## src/rtl/imul_seq_ctrl.sv

```systemverilog
// Sequential 16x16 unsigned multiplier controller: one shifted partial-product
// row is added into a double-width accumulator per clock.
//
// state | meaning
// IDLE  | waiting for iStart; no operation in flight
// RUN   | adding row k of the partial-product array, k = 0..NB-1
// DONE  | oResult just updated, oDone pulses; a new start may be accepted here
module imul_seq_ctrl #(
  parameter int NB = 16
) (
  input  logic            Clock,
  input  logic            Reset,
  input  logic            iStart,
  input  logic [NB-1:0]   iA,
  input  logic [NB-1:0]   iB,
  output logic            oBusy,
  output logic            oDone,
  output logic [2*NB-1:0] oResult
);

  localparam int KW = $clog2(NB) + 1;

  typedef enum logic [1:0] {
    IDLE = 2'd0,
    RUN  = 2'd1,
    DONE = 2'd2
  } state_t;

  state_t          r_state;
  logic [NB-1:0]   r_a;
  logic [NB-1:0]   r_b;
  logic [2*NB-1:0] r_acc;
  logic [KW-1:0]   r_k;
  logic [2*NB-1:0] r_result;
  logic            r_busy;
  logic            r_done;

  logic [2*NB-1:0] w_row;
  logic [2*NB-1:0] w_acc_next;
  logic            w_last;

  // Multiplier bit k gates the multiplicand; the row lands at weight 2^k.
  assign w_row      = r_b[r_k[KW-2:0]] ? ({{NB{1'b0}}, r_a} << r_k) : '0;
  assign w_acc_next = r_acc + w_row;
  assign w_last     = (r_k == KW'(NB - 1));

  always_ff @(posedge Clock) begin
    if (Reset) begin
      r_state  <= IDLE;
      r_a      <= '0;
      r_b      <= '0;
      r_acc    <= '0;
      r_k      <= '0;
      r_result <= '0;
      r_busy   <= 1'b0;
      r_done   <= 1'b0;
    end else begin
      r_done <= 1'b0;
      case (r_state)
        IDLE, DONE: begin
          if (iStart) begin
            r_a   <= iA;
            r_b   <= iB;
            r_acc <= '0;
            r_k   <= '0;
            if (iA == '0 || iB == '0) begin
              r_state  <= DONE;
              r_result <= '0;
              r_done   <= 1'b1;
              r_busy   <= 1'b0;
            end else begin
              r_state <= RUN;
              r_busy  <= 1'b1;
            end
          end else begin
            r_state <= IDLE;
            r_busy  <= 1'b0;
          end
        end
        RUN: begin
          r_acc <= w_acc_next;
          r_k   <= r_k + 1'b1;
          if (w_last) begin
            r_result <= w_acc_next;
            r_state  <= DONE;
            r_done   <= 1'b1;
            r_busy   <= 1'b0;
          end
        end
        default: begin
          r_state <= IDLE;
          r_busy  <= 1'b0;
        end
      endcase
    end
  end

  assign oBusy   = r_busy;
  assign oDone   = r_done;
  assign oResult = r_result;

endmodule

```

## config.mk

```make
export PLATFORM = sky130hd
export DESIGN_NAME = imul_seq_ctrl
export DESIGN_NICKNAME = d
export VERILOG_FILES = /design/src/rtl/imul_seq_ctrl.sv
export SDC_FILE = /design/constraint.sdc
export NUM_CORES = 1
export LEC_CHECK = 0
export BUFFER_PORTS_ARGS = -buffer_cell sky130_fd_sc_hd__buf_2
export CAP_MARGIN = 30
export CELL_PAD_IN_SITES_DETAIL_PLACEMENT = 1
export CELL_PAD_IN_SITES_GLOBAL_PLACEMENT = 2
export CORE_MARGIN = 2
export CORE_UTILIZATION = 36
export CTS_CLUSTER_SIZE = 8
export DETAILED_ROUTE_END_ITERATION = 6
export PLACE_DENSITY = 0.79
export SYNTH_ARGS = -nofsm -noshare
export SYNTH_HDL_FRONTEND = slang
export SYNTH_SLANG_ARGS = --single-unit
```

## constraint.sdc

```tcl
create_clock -name Clock -period 5.35 [get_ports Clock]
set_input_delay 0 -clock Clock [delete_from_list [all_inputs] [get_ports Clock]]
set_output_delay 0 -clock Clock [all_outputs]
set_load 0.02 [all_outputs]
```

==> results.json, run 1 <==
{
  "setup_viol": 0,
  "drt_iter0_drc": 277,
  "drive_gt1_frac": 0.146,
  "nets": 972,
  "core_mm2": 0.0181,
  "overflow": 0,
  "period_needed_ns": 4.69,
  "grt_use_total": 0.217,
  "cap_viol_max_count": 0,
  "port_buffers": 68,
  "htreeDepth": 3,
  "die_h_um": 140,
  "rsz0062_at_grt": "false",
  "tritoncts": "built",
  "dieArea_mm2": 0.0197,
  "cts_root_buf": "clkbuf_16",
  "hold_viol_final": 0,
  "cp-start-kind": "flop",
  "drt_pre_antenna_iters": 4,
  "final_common_cell": "nand2_1",
  "hp-class": "in2reg",
  "drc": 0,
  "slew_headroom": 0.334,
  "postSynthCellCount": 836,
  "post_cts_buffers": 0,
  "p_per_area_mw_per_mm2": 222,
  "wire_per_inst_um": 18.4,
  "yosysUniqueCellTypes": 65,
  "worst_path_dominant_cell_family": "compound AO/OA/AOI/OAI gates",
  "yosysTopAreaCellShare": 0.314,
  "synth_edf_count": 0,
  "outcome": "complete, no violations",
  "cp_num_buf_inv": 0,
  "cp_slowest_stage_delay_ns": 0.62,
  "clock_latency_ns": 0.36,
  "cts-resized-gates": 0,
  "end_kind": "flop",
  "finish.instance_area_mm2": 0.00785,
  "grt_first_pass_wirelength_um": 34300,
  "wirelength_um": 20900,
  "cp_slowest_cell": "mux4_2",
  "crit_path_frequent_cell": "mux4_2",
  "hold_buffers": 32,
  "ir_worst_vdd_mv": 0.139,
  "diodes": 0,
  "pin_count": 69,
  "grt_max_degree": 73,
  "fin_crit_sh": 0.876,
  "cp.arrival_ns": 4.94,
  "cp.required_ns": 5.61,
  "antenna_found_initial": 0,
  "synth_fp_nets": 905,
  "die_width_um": 140,
  "clkTransAtPathRegs_ns": 0.08,
  "viasPerCell": 5.60,
  "yosysWarnings": 0,
  "postPlaceCellArea_mm2": 0.00722,
  "clockBufferDepth": 2,
  "maxSlewViolCount": 0,
  "crit_type": "reg2reg",
  "grt_pass1_vias": 6574,
  "cts_sinks": 105,
  "fill_cells": 2203,
  "cp_max_fo": 13,
  "place.detailed.hpwl_um": 15800,
  "worst_pin_slew_ns": 0.998,
  "vias": 6372,
  "async_flop_share": 0,
  "synth.area.top_cells": "dfxtp_1, nand2_1, a21oi_1",
  "synth_area_leader_cell": "dfxtp_1",
  "syn-mean-instance-area_um2": 8.00,
  "tritoncts.num_buffers": 9,
  "fmax_ghz": 0.213,
  "rows": 49,
  "initial_core_util": 0.370,
  "netlist_area_mm2": 0.00668,
  "worstPathCellList": "mux4_2 > mux4_2 > nand2_1 > nor3_1 > ha_1 > a21o_1 > a31o_1 > o311ai_4 > o41a_4 > o41ai_4 > a211oi_4 > xnor3_1 > a22o_1",
  "synth_seq_area_share": 0.314,
  "most-common-layout-cells": "nand2_1, dfxtp_1, a21oi_1",
  "place.gp.congestion": 0.902,
  "fin_skew_ns": 0.00807,
  "power.leakage_nw": 3.32,
  "finalSetupTns_ns": 0,
  "synth_flop_cell": "dfxtp_1",
  "area_delta_synth_final_pct": 17.4,
  "ant_nets": 0,
  "ys_ff_latch": 105
}
worst paths after layout:
path | slack, ns | from | depth (start not counted) | to
setup / recovery | 0.66 | r_k[1]$_SDFFE_PP0P_ | 13 | oResult[31]$_SDFFE_PP0P_
hold / removal | 0.11 | Reset | 3 | oResult[17]$_SDFFE_PP0P_
setup reg to reg | 0.66 | r_k[1]$_SDFFE_PP0P_ | 13 | oResult[31]$_SDFFE_PP0P_
hold reg to reg | 0.46 | r_b[15]$_SDFFE_PP0P_ | 2 | r_b[15]$_SDFFE_PP0P_
synthesized netlist by cell type, drive strengths merged (3+ instances only):
| master | instances |
|---|---|
| and3 | 5 |
| and2 | 10 |
| nor2b | 19 |
| xnor2 | 14 |
| a21oi | 92 |
| a31oi | 5 |
| a22oi | 11 |
| ha | 33 |
| o21ai | 28 |
| or3 | 3 |
| o21a | 8 |
| mux2i | 22 |
| nand4 | 12 |
| a211oi | 6 |
| dfxtp | 105 |
| o21bai | 3 |
| nand2 | 137 |
| nand3 | 12 |
| inv | 13 |
| clkbuf | 50 |
| xor2 | 12 |
| mux4 | 11 |
| nor4 | 9 |
| o211ai | 3 |
| buf | 7 |
| a21o | 16 |
| nor2 | 77 |
| a22o | 32 |
| mux2 | 9 |
| nand2b | 7 |
| o22ai | 14 |
| or2 | 4 |
| nor3 | 10 |
| nand3b | 4 |
kinds of logic after synthesis:
family,Yosys count,synth area share
AOI/OAI and AO/OA,240,0.242
and+or+nand+nor,317,0.216
DFF,105,0.314
adders and majority gates,34,0.0648
muxes,42,0.0852
buffers and inverters,71,0.0406
xor gates and xnor gates,27,0.0374
tightest hold or removal path, cell delays in order:
cell      delay [ns]
buf_2           0.17
nand3b_1        0.18
o211ai_1        0.08
sequential cells by signal, summed over array words and instances (netlist names):
| register | cells |
|---|---|
| r_acc | 32 |
| oResult | 32 |
| oDone | 1 |
| r_a | 16 |
| r_k | 5 |
| r_state | 2 |
| r_b | 16 |
| oBusy | 1 |
stage by stage:
stage / setup slack [ns] / instances / power (mW) / utilization / hold WS [ns]
2_1_floorplan: 0.719 / 836 / 0.951 / - / 0.136
3_3_place_gp: 0.844 / 1087 / 1.01 / 0.398 / 0.253
3_5_place_dp: 0.665 / 1089 / 1.02 / 0.399 / 0.263
4_1_cts: 0.641 / 1137 / 1.76 / 0.434 / 0.0954
5_1_grt: 0.295 / 1137 / 1.81 / 0.434 / 0.129
6_report: 0.662 / 1137 / 1.74 / 0.434 / 0.109
power by group:
part | internal (mW) | switching (mW)
combinational | 0.0817 | 0.125
clock | 0.374 | 0.342
sequential | 0.798 | 0.0177
per-layer routing:
layer / track usage / routed length, µm
met1: 0.277 / 9670
met2: 0.374 / 10200
met3: 0.0318 / 520
met4: 0.0750 / 549
met5: 0 / 0
layout make-up:
class	count	area [µm²]	area share
tap	229	287	0.0365
timing repair buffer	113	769	0.0980
clock buffer	9	225	0.0287
sequential	105	2100	0.268
multi-input combinational	660	4330	0.552
clock inverter	7	83.8	0.0107
inverter	14	52.6	0.00669
Note: power is estimated with default switching activity, not from simulation.
==> inputs of run 2 (changes only) <==
- ABC_AREA: not set -> 1
- CORE_UTILIZATION: 36 -> 33
==> run 2 against run 1 <==
Net effect: core utilization is 4.1 points lower; sequential power is 1% higher; die area is 11% higher; register-to-register slack better by 0.53 ns; synthesized cell count is 25% higher; worst hold slack better by 0.099 ns; maximum frequency is 13% higher; critical endpoint is now r_acc[20]$_SDFFE_PP0P_.
==> results.json, run 2 <==
{
  "drc": 0,
  "antenna_found_initial": 0,
  "nets": 1184,
  "synth_fp_nets": 1110,
  "clkTransAtPathRegs_ns": 0.09,
  "fin_cells": 1391,
  "core_mm2": 0.0202,
  "ir_worst_vdd_mv": 0.153,
  "cts_sinks": 105,
  "place.gp.congestion": 0.886,
  "wire_per_inst_um": 17.5,
  "cts_root_buf": "clkbuf_16",
  "end_kind": "flop",
  "port_buffers": 68,
  "cp.arrival_ns": 4.40,
  "yosysWarnings": 0,
  "route.met2.wl_um": 11200,
  "placed_cells": 1342,
  "fmax_ghz": 0.241,
  "cp.required_ns": 5.59,
  "rows": 52,
  "power.leakage_nw": 3.38,
  "overflow": 0,
  "outcome": "complete, no violations",
  "dieArea_mm2": 0.0218,
  "worst_pin_slew_ns": 0.713,
  "yosysUniqueCellTypes": 45,
  "synth_seq_area_share": 0.309,
  "cts-resized-gates": 0,
  "syn-mean-instance-area_um2": 6.53,
  "dp_slack_ns": 1.18,
  "drt-met1-wl_um": 12200,
  "slew_headroom": 0.521,
  "hold_viol_final": 0,
  "cap_viol_max_count": 0,
  "place.detailed.hpwl_um": 18900,
  "rsz0062_at_grt": "false",
  "viasPerCell": 5.19,
  "most-common-layout-cells": "nand2_1, a21oi_1, o21ai_0",
  "synth_area_leader_cell": "dfxtp_1",
  "htreeDepth": 3,
  "grt_first_pass_wirelength_um": 39500,
  "hp-class": "in2reg",
  "tritoncts": "built",
  "yosysTopAreaCellShare": 0.309,
  "wirelength_um": 24400,
  "initial_core_util": 0.336,
  "p_per_area_mw_per_mm2": 231,
  "area_delta_synth_final_pct": 16.9,
  "netlist_area_mm2": 0.00680,
  "synthTopCellsByCount": "nand2_1, a21oi_1, o21ai_0, nor2_1, dfxtp_1",
  "final.setup.worst_slack_ns": 1.20,
  "async_flop_share": 0,
  "grt_pass1_vias": 7305,
  "setup_viol": 0,
  "die_h_um": 148,
  "pin_count": 69,
  "fin_crit_sh": 0.776,
  "clock_latency_ns": 0.37,
  "yosysMostFrequentCell": "nand2_1",
  "ant_nets": 0,
  "synth_flop_cell": "dfxtp_1",
  "postSynthCellCount": 1041,
  "ys_ff_latch": 105,
  "drt_pre_antenna_iters": 5,
  "grt_max_degree": 62,
  "tritoncts.num_buffers": 9,
  "crit_type": "reg2reg",
  "cp_max_fo": 20,
  "die_width_um": 148,
  "top_layer": "met4",
  "final_common_cell": "nand2_1",
  "synth_edf_count": 0,
  "fin_skew_ns": 0.0151,
  "synth.area.top_cells": "dfxtp_1, nand2_1, a21oi_1",
  "cp-start-kind": "flop",
  "grt_use_total": 0.230,
  "maxSlewViolCount": 0,
  "finalSetupTns_ns": 0,
  "wl_met3_um": 593,
  "drt_iter0_drc": 349,
  "drive_gt1_frac": 0.113,
  "vias": 7216,
  "clockBufferDepth": 2,
  "period_needed_ns": 4.15
}
## run 2: changes by cell type in the layout (fill, tap and decap cells not counted), sizes merged, moves of 11 or more
cell and change:
xnor2 -14, inv +61, a21o -14, nor2 +48
a22o -32, nor2b -19, nand3 +63, mux2i -19
a21oi +45, mux4 -11, xor2 -12, o21ai +102
nand2 +98
## run 2: cell families (layout without fill, tap and decap cells)
group           after synthesis  count (layout)  synth area share
simple gates                476             476             0.312
fa+ha+maj                    34              34            0.0637
mux                           3               3           0.00442
other cells                   0               1                 0
flops                       105             105             0.309
compound gates              301             301             0.233
buf+inv                     122             201            0.0775
## run 2: timing repair
action                                 CTS  global route
buffers inserted                         0             0
endpoints found under the hold margin   32             0
hold buffers                            32             0
## run 2: per-layer routing
layer | vias to the layer above | global-route usage
met5 | - | 0
met1 | 3404 | 0.314
met4 | 0 | 0.0625
met2 | 104 | 0.384
li1 | 3689 | -
met3 | 19 | 0.0262
## run 2: stage by stage
step	util	area, µm²	hold WS [ns]	power [mW]
after floorplan	-	6800	0.167	1.05
after global placement	0.361	7310	0.273	1.13
after detailed placement	0.361	7310	0.280	1.13
after CTS	0.392	7940	0.209	1.86
after global routing	0.392	7940	0.245	1.93
final	0.393	7940	0.207	1.84
## run 2: final cells by class
cell class	instances	area (µm²)
Clock inverter	7	81.3
Timing Repair Buffer	111	743
Inverter	74	283
Clock buffer	9	225
Multi-Input combinational cell	814	4170
Fill cell	2658	12300
Sequential cell	105	2100
Tap cell	270	338
Antenna cell	1	2.50
## run 2: final timing paths
kind	startpoint	end	slack [ns]	cells after the start
min	Reset	r_state[1]$_SDFFE_PP0N_	0.21	3
max	r_k[0]$_SDFFE_PP0P_	r_acc[20]$_SDFFE_PP0P_	1.20	23
min reg2reg	r_b[2]$_SDFFE_PP0P_	r_b[2]$_SDFFE_PP0P_	0.46	2
max reg2reg	r_k[0]$_SDFFE_PP0P_	r_acc[20]$_SDFFE_PP0P_	1.20	23
## run 2: where the power goes
part / switching [mW] / internal, mW / leakage, nW / total (mW)
clock network: 0.367 / 0.337 / 0.150 / 0.704
logic: 0.207 / 0.101 / 2.37 / 0.307
registers: 0.0197 / 0.807 / 0.854 / 0.826
## run 2: critical path, stage by stage, from the launching register on
cell and delay, ns:
dfxtp_1 0.72, inv_2 0.32, nand2_1 0.15, nand3_1 0.08, nand3_1 0.14, nand3_2 0.11, nand2_4 0.14, inv_4 0.07
nor2_8 0.10, inv_4 0.14, nor2_1 0.14, ha_1 0.18, inv_1 0.06, fa_1 0.39, o21ai_0 0.37, nand3_1 0.13
nand3_1 0.22, nand2_1 0.12, inv_1 0.08, nand2_1 0.07, nand2_1 0.08, nand2_1 0.05, nand3_1 0.09, a21oi_1 0.07
==> inputs of run 3 (changes only) <==
- CORE_UTILIZATION: 33 -> 30
- PLACE_DENSITY: 0.79 -> 0.76
- clock period: 5.35 -> 3.8 ns (I/O delays scaled with it)
==> run 3 against run 2 <==
Net effect: flip-flop and latch count is the same; design area grew 1.3%; critical endpoint is now oResult[26]$_SDFFE_PP0P_; die area grew 9.7%; via count shrank 0.40%.
==> results.json, run 3 (same netlist as run 2, synthesis figures left out) <==
{
  "outcome": "complete, no violations",
  "p_per_area_mw_per_mm2": 320,
  "most-common-layout-cells": "nand2_1, a21oi_1, nor2_1",
  "die_h_um": 155,
  "cts_root_buf": "clkbuf_16",
  "drt_iter0_drc": 335,
  "viasPerCell": 5.08,
  "ant_nets": 0,
  "total_power_mw": 2.57,
  "core_mm2": 0.0224,
  "cp_num_buf_inv": 6,
  "cts_sinks": 105,
  "wire_per_inst_um": 16.9,
  "rows": 55,
  "cp_max_fo": 15,
  "timing.rr.start": "r_k[0]$_SDFFE_PP0P_",
  "period_needed_ns": 3.52,
  "worst_pin_slew_ns": 0.904,
  "crit_path_frequent_cell": "nand2_1",
  "p_seq_frac": 0.450,
  "drt_pre_antenna_iters": 5,
  "cp.required_ns": 4.09,
  "cp-start-kind": "flop",
  "internal-power_mw": 1.75,
  "pin_count": 69,
  "power.leakage_nw": 3.42,
  "cp_slowest_stage_delay_ns": 0.42,
  "place.gp.congestion": 0.874,
  "grt_first_pass_wirelength_um": 39000,
  "initial_core_util": 0.303,
  "port_buffers": 68,
  "nets": 1195,
  "tritoncts": "built",
  "vias": 7187,
  "postPlaceCellArea_mm2": 0.00741,
  "ir_worst_vdd_mv": 0.166,
  "cp_slowest_cell": "fa_1",
  "crit_type": "reg2reg",
  "grt_max_degree": 65,
  "grt_use_total": 0.205,
  "htreeDepth": 3,
  "diodes": 0,
  "antenna_found_initial": 0,
  "drive_gt1_frac": 0.125,
  "wirelength_um": 24000,
  "grt_use_met1": 0.268,
  "p_comb_frac": 0.177,
  "fmax_ghz": 0.284,
  "rsz0062_at_grt": "true",
  "place.detailed.hpwl_um": 18700,
  "hold_start": "iStart",
  "clockBufferDepth": 2,
  "area_delta_synth_final_pct": 18.5,
  "cp.arrival_ns": 3.81,
  "drc": 0,
  "tritoncts.num_buffers": 9,
  "finish.instance_area_mm2": 0.00805,
  "setup_viol": 0,
  "clockPowerShare": 0.374,
  "switching_share": 0.320,
  "worstPathCellList": "buf_4 > o21ai_0 > nand2_1 > nand3_1 > nand3_2 > nand2_4 > inv_4 > nor2_8 > inv_6 > nor2_1 > ha_1 > inv_1 > fa_1 > inv_1 > a21oi_2 > inv_1 > nand2_1 > nand2_1 > nand2_1 > nand3b_1 > nand3_1 > a21oi_1",
  "clkTransAtPathRegs_ns": 0.08,
  "cap_viol_max_count": 0,
  "use_met2": 0.364,
  "hold_viol_final": 0,
  "utilization": 0.359,
  "p_switching_mw": 0.824,
  "maxSlewViolCount": 0,
  "dieArea_mm2": 0.0239,
  "final_common_cell": "nand2_1",
  "end_kind": "flop",
  "fin_crit_sh": 0.926,
  "overflow": 0,
  "holdWs_ns": 0.155,
  "hp-class": "in2reg",
  "fin_skew_ns": 0.00976,
  "die_width_um": 155,
  "clock_latency_ns": 0.36,
  "grt.met3_usage": 0.0252,
  "worst_path_dominant_cell_family": "simple AND/OR/NAND/NOR gates",
  "crit_start": "r_k[0]$_SDFFE_PP0P_",
  "slew_headroom": 0.397,
  "grt_pass1_vias": 7273,
  "grt_busiest_layer": "met2"
}
==> run 3: cell types whose count changed in the layout (fill, tap and decap cells not counted), sizes merged <==
cell         before  now
buf              79   89
dlygate4sd3      32   33
clkinv            3    1
clkinvlp          0    2
diode             1    0
==> run 3: per-stage QoR <==
step | TNS (ns) | worst slack [ns] | cells
CTS | 0 | 0.0827 | 1416
global route | -0.0178 | -0.0177 | 1416
detailed placement | 0 | 0.134 | 1367
finish | 0 | 0.283 | 1416
global placement | 0 | 0.144 | 1367
floorplan | 0 | 0.861 | 1041
==> run 3: worst reg2reg max path: stages, from the launching register on <==
cell      delay [ns]
dfxtp_1         0.34
buf_4           0.18
o21ai_0         0.22
nand2_1         0.08
nand3_1         0.12
nand3_2         0.11
nand2_4         0.09
inv_4           0.06
nor2_8          0.11
inv_6           0.11
nor2_1          0.16
ha_1            0.20
inv_1           0.06
fa_1            0.42
inv_1           0.19
a21oi_2         0.11
inv_1           0.12
nand2_1         0.07
nand2_1         0.14
nand2_1         0.09
nand3b_1        0.09
nand3_1         0.20
a21oi_1         0.19
==> run 3: timing repair <==
action / CTS / global route
hold endpoints to repair: 32 / 0
gates resized for setup: 0 / 15
endpoints found under the setup margin: 0 / 30
setup buffers: 0 / 0
hold buffers: 33 / 0
==> run 3: metal layers <==
| metal | vias to the layer above | wire, µm |
|---|---|---|
| met4 | 0 | 282 |
| met3 | 13 | 498 |
| met2 | 96 | 11500 |
| met1 | 3373 | 11700 |
| li1 | 3705 | - |
| met5 | - | 0 |
==> run 3: worst paths after layout <==
| check | end | slack, ns | cells after the start |
|---|---|---|---|
| setup / recovery | oResult[26]$_SDFFE_PP0P_ | 0.28 | 22 |
| hold / removal | r_k[3]$_SDFFE_PP0P_ | 0.15 | 4 |
| setup reg to reg | oResult[26]$_SDFFE_PP0P_ | 0.28 | 22 |
| hold reg to reg | r_b[7]$_SDFFE_PP0P_ | 0.46 | 2 |
==> run 3: power by group through the flow <==
stage	clock network [mW]	registers, mW	logic, mW
6_report	0.962	1.16	0.455
5_1_grt	1.04	1.16	0.508
4_1_cts	0.998	1.16	0.456
3_5_place_dp	0	1.18	0.429
3_3_place_gp	0	1.18	0.422
2_1_floorplan	0	1.18	0.303
==> run 3: final cells by class <==
| class | count | area, µm² |
|---|---|---|
| Sequential cell | 105 | 2100 |
| Tap cell | 285 | 357 |
| Inverter | 74 | 285 |
| Timing Repair Buffer | 122 | 828 |
| Clock buffer | 9 | 225 |
| Multi-Input combinational cell | 814 | 4190 |
| Clock inverter | 7 | 66.3 |
| Fill cell | 2895 | 14400 |
